<file path="config.mk">
export PLATFORM = sky130hd
export DESIGN_NAME = cacheline_arbiter
export DESIGN_NICKNAME = d
export VERILOG_FILES = /design/src/rtl/cacheline_arbiter.sv
export SDC_FILE = /design/constraint.sdc
export NUM_CORES = 2
export LEC_CHECK = 0
export ABC_CLOCK_PERIOD_IN_PS = 1800
export CAP_MARGIN = 20
export CORE_AREA = 2 2 535 537
export CTS_CLUSTER_DIAMETER = 120
export CTS_CLUSTER_SIZE = 24
export DETAILED_ROUTE_END_ITERATION = 12
export DIE_AREA = 0 0 537 539
export PLACE_DENSITY_LB_ADDON = 0.15
export SETUP_SLACK_MARGIN = 0.5
export SLEW_MARGIN = 15
export SYNTH_ARGS = -nofsm -noshare
export SYNTH_HDL_FRONTEND = slang
export SYNTH_SLANG_ARGS = --single-unit
</file>
<file path="constraint.sdc">
create_clock -name clk -period 1.8 [get_ports clk]
set_clock_uncertainty 0.2 [all_clocks]
set_input_delay 0.45 -clock clk [delete_from_list [all_inputs] [get_ports clk]]
set_output_delay 0.45 -clock clk [all_outputs]
set_load 0.01 [all_outputs]
</file>
<file path="src/rtl/cacheline_arbiter.sv">
// Shares one cacheline-wide memory port between the icache and the dcache.
// Serves one whole line transaction at a time; ties alternate between the two requesters.
module cacheline_arbiter #(
  parameter int LINE_WIDTH = 256,
  parameter int ADDR_WIDTH = 32
) (
  input  logic                  clk,
  input  logic                  rst,
  input  logic                  i_read,
  input  logic [ADDR_WIDTH-1:0] i_address,
  output logic [LINE_WIDTH-1:0] i_rdata,
  output logic                  i_resp,
  input  logic                  d_read,
  input  logic                  d_write,
  input  logic [ADDR_WIDTH-1:0] d_address,
  input  logic [LINE_WIDTH-1:0] d_wdata,
  output logic [LINE_WIDTH-1:0] d_rdata,
  output logic                  d_resp,
  output logic                  mem_read,
  output logic                  mem_write,
  output logic [ADDR_WIDTH-1:0] mem_address,
  output logic [LINE_WIDTH-1:0] mem_wdata,
  input  logic [LINE_WIDTH-1:0] mem_rdata,
  input  logic                  mem_resp
);

  localparam logic [2:0] IDLE    = 3'd0;
  localparam logic [2:0] SERVE_I = 3'd1;
  localparam logic [2:0] SERVE_D = 3'd2;
  localparam logic [2:0] RESP_I  = 3'd3;
  localparam logic [2:0] RESP_D  = 3'd4;

  logic [2:0] state;
  logic       last_grant_d;
  logic       i_pending;
  logic       d_pending;
  logic       grant_d;
  logic       grant_i;

  assign i_pending = i_read;
  assign d_pending = d_read | d_write;
  // On a tie the dcache wins unless it was the last one served.
  assign grant_d   = d_pending & (~i_pending | ~last_grant_d);
  assign grant_i   = i_pending & ~grant_d;

  always_ff @(posedge clk) begin
    if (!rst) begin
      state        <= IDLE;
      last_grant_d <= 1'b0;
      mem_read     <= 1'b0;
      mem_write    <= 1'b0;
      mem_address  <= '0;
      mem_wdata    <= '0;
      i_rdata      <= '0;
      d_rdata      <= '0;
      i_resp       <= 1'b0;
      d_resp       <= 1'b0;
    end else begin
      i_resp <= 1'b0;
      d_resp <= 1'b0;
      case (state)
        IDLE: begin
          if (grant_d) begin
            // A write-back wins over a read if both are raised together.
            mem_address  <= d_address;
            mem_wdata    <= d_wdata;
            mem_write    <= d_write;
            mem_read     <= ~d_write;
            last_grant_d <= 1'b1;
            state        <= SERVE_D;
          end else if (grant_i) begin
            mem_address  <= i_address;
            mem_read     <= 1'b1;
            mem_write    <= 1'b0;
            last_grant_d <= 1'b0;
            state        <= SERVE_I;
          end
        end
        SERVE_I: begin
          if (mem_resp) begin
            i_rdata  <= mem_rdata;
            mem_read <= 1'b0;
            i_resp   <= 1'b1;
            state    <= RESP_I;
          end
        end
        SERVE_D: begin
          if (mem_resp) begin
            if (mem_read) d_rdata <= mem_rdata;
            mem_read  <= 1'b0;
            mem_write <= 1'b0;
            d_resp    <= 1'b1;
            state     <= RESP_D;
          end
        end
        RESP_I, RESP_D: state <= IDLE;
        default: begin
          state     <= IDLE;
          mem_read  <= 1'b0;
          mem_write <= 1'b0;
        end
      endcase
    end
  end

endmodule

</file>
==> impl_metrics.toml <==
[critical_path]
r2r-end = "i_rdata[175]"
cp-end-kind = "register"
max_stage_delay_ns = 0.58
start_kind = "register"
ff2ff_setup_slack_ns = -0.32
arrival_ns = 2.56
crit_end = "i_rdata[175]"
crit_buf_inv = 5
cp.required_ns = 2.24
worstPathMaxFanout = 10
crit_chain = "buf_6 -> or4_4 -> buf_12 -> buf_16 -> buf_12 -> clkbuf_16 -> nand2_1 -> a21boi_1"
cpLargestDelayFamily = "buffers and inverters"
r2r-start = "state[1]"
critical_path_depth = 8
slowest_stage = "or4_4"
path_class = "reg -> reg"
rr_worst_depth = 8
cp-startpoint = "state[1]"
path_common_cell = "buf_12"

[run_status]
status = "complete, but fails checks"
violations = "negative setup slack"

[clock_network]
clkTransAtPathRegs_ns = 0.12
cts_sinks = 808
cts_tree = "done"
worstSkewPairLatency_ns = 0.71
cts_made_buffers = 47
cts_root_buf = "clkbuf_16"
htreeDepth = 2
clock_path_buffers = 3

[synth]
synthFlopType = "dfxtp_1"
synth_compound_area_share_pct = 20.39
synth-adder-area-share_pct = 0
async_flop_share_pct = 0
synthCells = 3524
syn_nets = 4106
ys_ff_latch = 808
synth_area_um2 = 30260
synth_top_family_by_area = "compound AO/OA/AOI/OAI gates"
synth_xor_area_share_pct = 0.02894
ys_seq_area_share_pct = 53.45
synth_cell_types = 31
yosys.area_share.simple_pct = 19.94
synth-edff-count = 0
syn_avg_cell_area_um2 = 8.587
muxShareOfSynthArea_pct = 1.092
synth_warnings = 0

[finish]
nFillCells = 31240
design_area_um2 = 59590
drive_gt1_share_pct = 41.77
fin_nets = 5747
post-route-util_pct = 20.98
syn_to_final_growth_pct = 96.91

[routing]
drc = 0
viasPerCell = 3.451
drt-total-wl_um = 229600
wl_met1_um = 90840
antenna_left = 0
wire_per_inst_um = 25.60
routed-wl-met3_um = 26320
firstDrtPassIters = 5
dr_wl_met2_um = 105000
highest_layer = "met5"
vias = 30950
first_iter_violations = 1534

[timing]
worstMarginPinSlew_ns = 0.8546
setup-violations-final = 1411
fin_crit_sh_pct = 117.8
fin_ws_ns = -0.3203
period_needed_ns = 2.120
hold_viol = 0
fmax_mhz = 471.6
drv_slew = 0
slew_headroom_pct = 43.03
grt_setup_unrepaired = "true"

[global_route]
grt_max_degree = 71
antenna_found_initial = 100
grt-ovfl-total = 0
grt_pass1_wl_um = 282400
grt_use_total_pct = 14.27
grt_pass1_vias = 30460

[pwr]
switchingPower_mw = 18.49
clock_power_share_pct = 24.5
sequentialPowerShare_pct = 39.9
p_sw_share_pct = 34.78
intPower_mw = 34.69
p_comb_share_pct = 35.6
power_density_nw_per_um2 = 892.5
peakVddDrop_v = 0.0007581
power.leakage_nw = 22.56
total_power_mw = 53.18

[place]
place.detailed.hpwl_um = 175200
numPortBuffers = 1385
gp_congestion = 0.9267
postPlaceCellArea_um2 = 51160

[die]
fp.coreArea_um2 = 284000
die_w_um = 537
die_area_um2 = 289400
start_util_pct = 10.66
rows = 196
die_h_um = 539
ios = 1386

[hold_path]
min_from = "d_wdata[214]"
min_path_type = "in -> reg"

[flow_run]
cap_violations = 0
==> registers in the layout (all words and copies together) (netlist names) <==
name	flops
i_rdata	256
mem_address	32
d_resp	1
d_rdata	256
mem_read	1
state	3
last_grant_d	1
i_resp	1
mem_write	1
mem_wdata	256
==> synth_stat cells, drive strengths merged, types with 2 or more instances <==
cell	instances	area, um2
a21boi	770	5781
a21oi	2	10.01
and4	3	26.28
buf	148	1057
clkbuf	126	473.0
dfxtp	808	16180
inv	3	11.26
mux2i	33	330.3
nand2	1573	5904
nor2	7	31.28
nor3	2	10.01
o211a	32	320.3
o211ai	2	15.01
o21ai	2	10.01
==> worst min-delay path: stages <==
cell and delay (ns):
clkdlybuf4s50_1 0.41, nand2_1 0.06, a21boi_1 0.05
==> power by group through the flow <==
stage | combinational, mW | clock (mW) | sequential [mW]
6_report | 18.9 | 13.0 | 21.2
5_1_grt | 20.1 | 14.3 | 21.4
4_1_cts | 16.7 | 13.9 | 21.2
3_5_place_dp | 15.0 | 0 | 21.1
3_3_place_gp | 15.0 | 0 | 21.1
2_1_floorplan | 4.45 | 0 | 21.3
==> per-layer routing <==
layer / up-vias / track usage, %
li1: 14680 / -
met1: 14770 / 16.26
met2: 1218 / 23.11
met3: 237 / 7.216
met4: 46 / 4.260
met5: - / 0
==> worst min-delay path by stage <==
stage                                 to  slack, ns  depth (start not counted)
after floorplan             last_grant_d       0.27                          2
after global placement    mem_wdata[149]       0.24                          2
after detailed placement   mem_wdata[99]       0.24                          2
final                     mem_wdata[214]       0.08                          3
after CTS                   d_rdata[183]     0.0003                          3
after global routing      mem_wdata[120]       0.03                          3
==> what timing repair did <==
action,in CTS,in global routing
buffers inserted,51,32
setup endpoints to repair,1610,1612
gates resized for setup,4939,404
endpoints found under the hold margin,152,0
hold buffers,108,0
pin swaps,8,146
cloned,6,58
==> cells in the final DEF (no fill, tap or decap), types with 3 or more instances in the layout <==
cell type        instances
nand2_4                 71
mux2i_1                 32
a21boi_0               375
nand2_1               1452
nand2_2                 48
buf_6                  730
o211a_1                 32
clkbuf_1                 4
diode_2                 18
buf_12                 197
clkdlybuf4s50_1        580
dfxtp_1                 84
a21boi_2                66
dlygate4sd3_1          107
clkinv_16                3
clkinv_8                 6
buf_16                  31
dfxtp_4                 40
clkbuf_16               95
buf_4                  144
buf_8                   28
a21boi_1               329
dfxtp_2                684
inv_1                    3
nor2_1                   4
inv_6                    3
==> cells by family after synthesis <==
logic type,count (synthesis)
and+or+nand+nor,1593
DFF,808
buffers and inverters,277
muxes,33
AOI/OAI and AO/OA,812
xor gates and xnor gates,1
==> area by class of cell <==
| cell class | count | area, um2 | share of cell area (%) |
|---|---|---|---|
| antenna | 18 | 45.04 | 0.07559 |
| clock buffer | 53 | 1219 | 2.045 |
| clock inverter | 19 | 285.3 | 0.4787 |
| inverter | 3 | 11.26 | 0.01890 |
| multi-input combinational | 2439 | 13530 | 22.71 |
| sequential | 808 | 17180 | 28.83 |
| tap | 3762 | 4707 | 7.899 |
| timing repair buffer | 1866 | 22610 | 37.94 |
==> stage by stage <==
stage	std cells	setup TNS (ns)	hold WS [ns]	worst slack (ns)
6_report	8968	-163.46	0.08069	-0.3203
5_1_grt	8959	-297.98	0.03295	-0.3741
4_1_cts	8860	-248.80	0.0002950	-0.2958
3_5_place_dp	8623	-566.07	0.2443	-0.9403
3_3_place_gp	8623	-550.13	0.2387	-0.9336
2_1_floorplan	3524	-23.25	0.2662	-0.05488
Power figures use the tool's default switching activity.
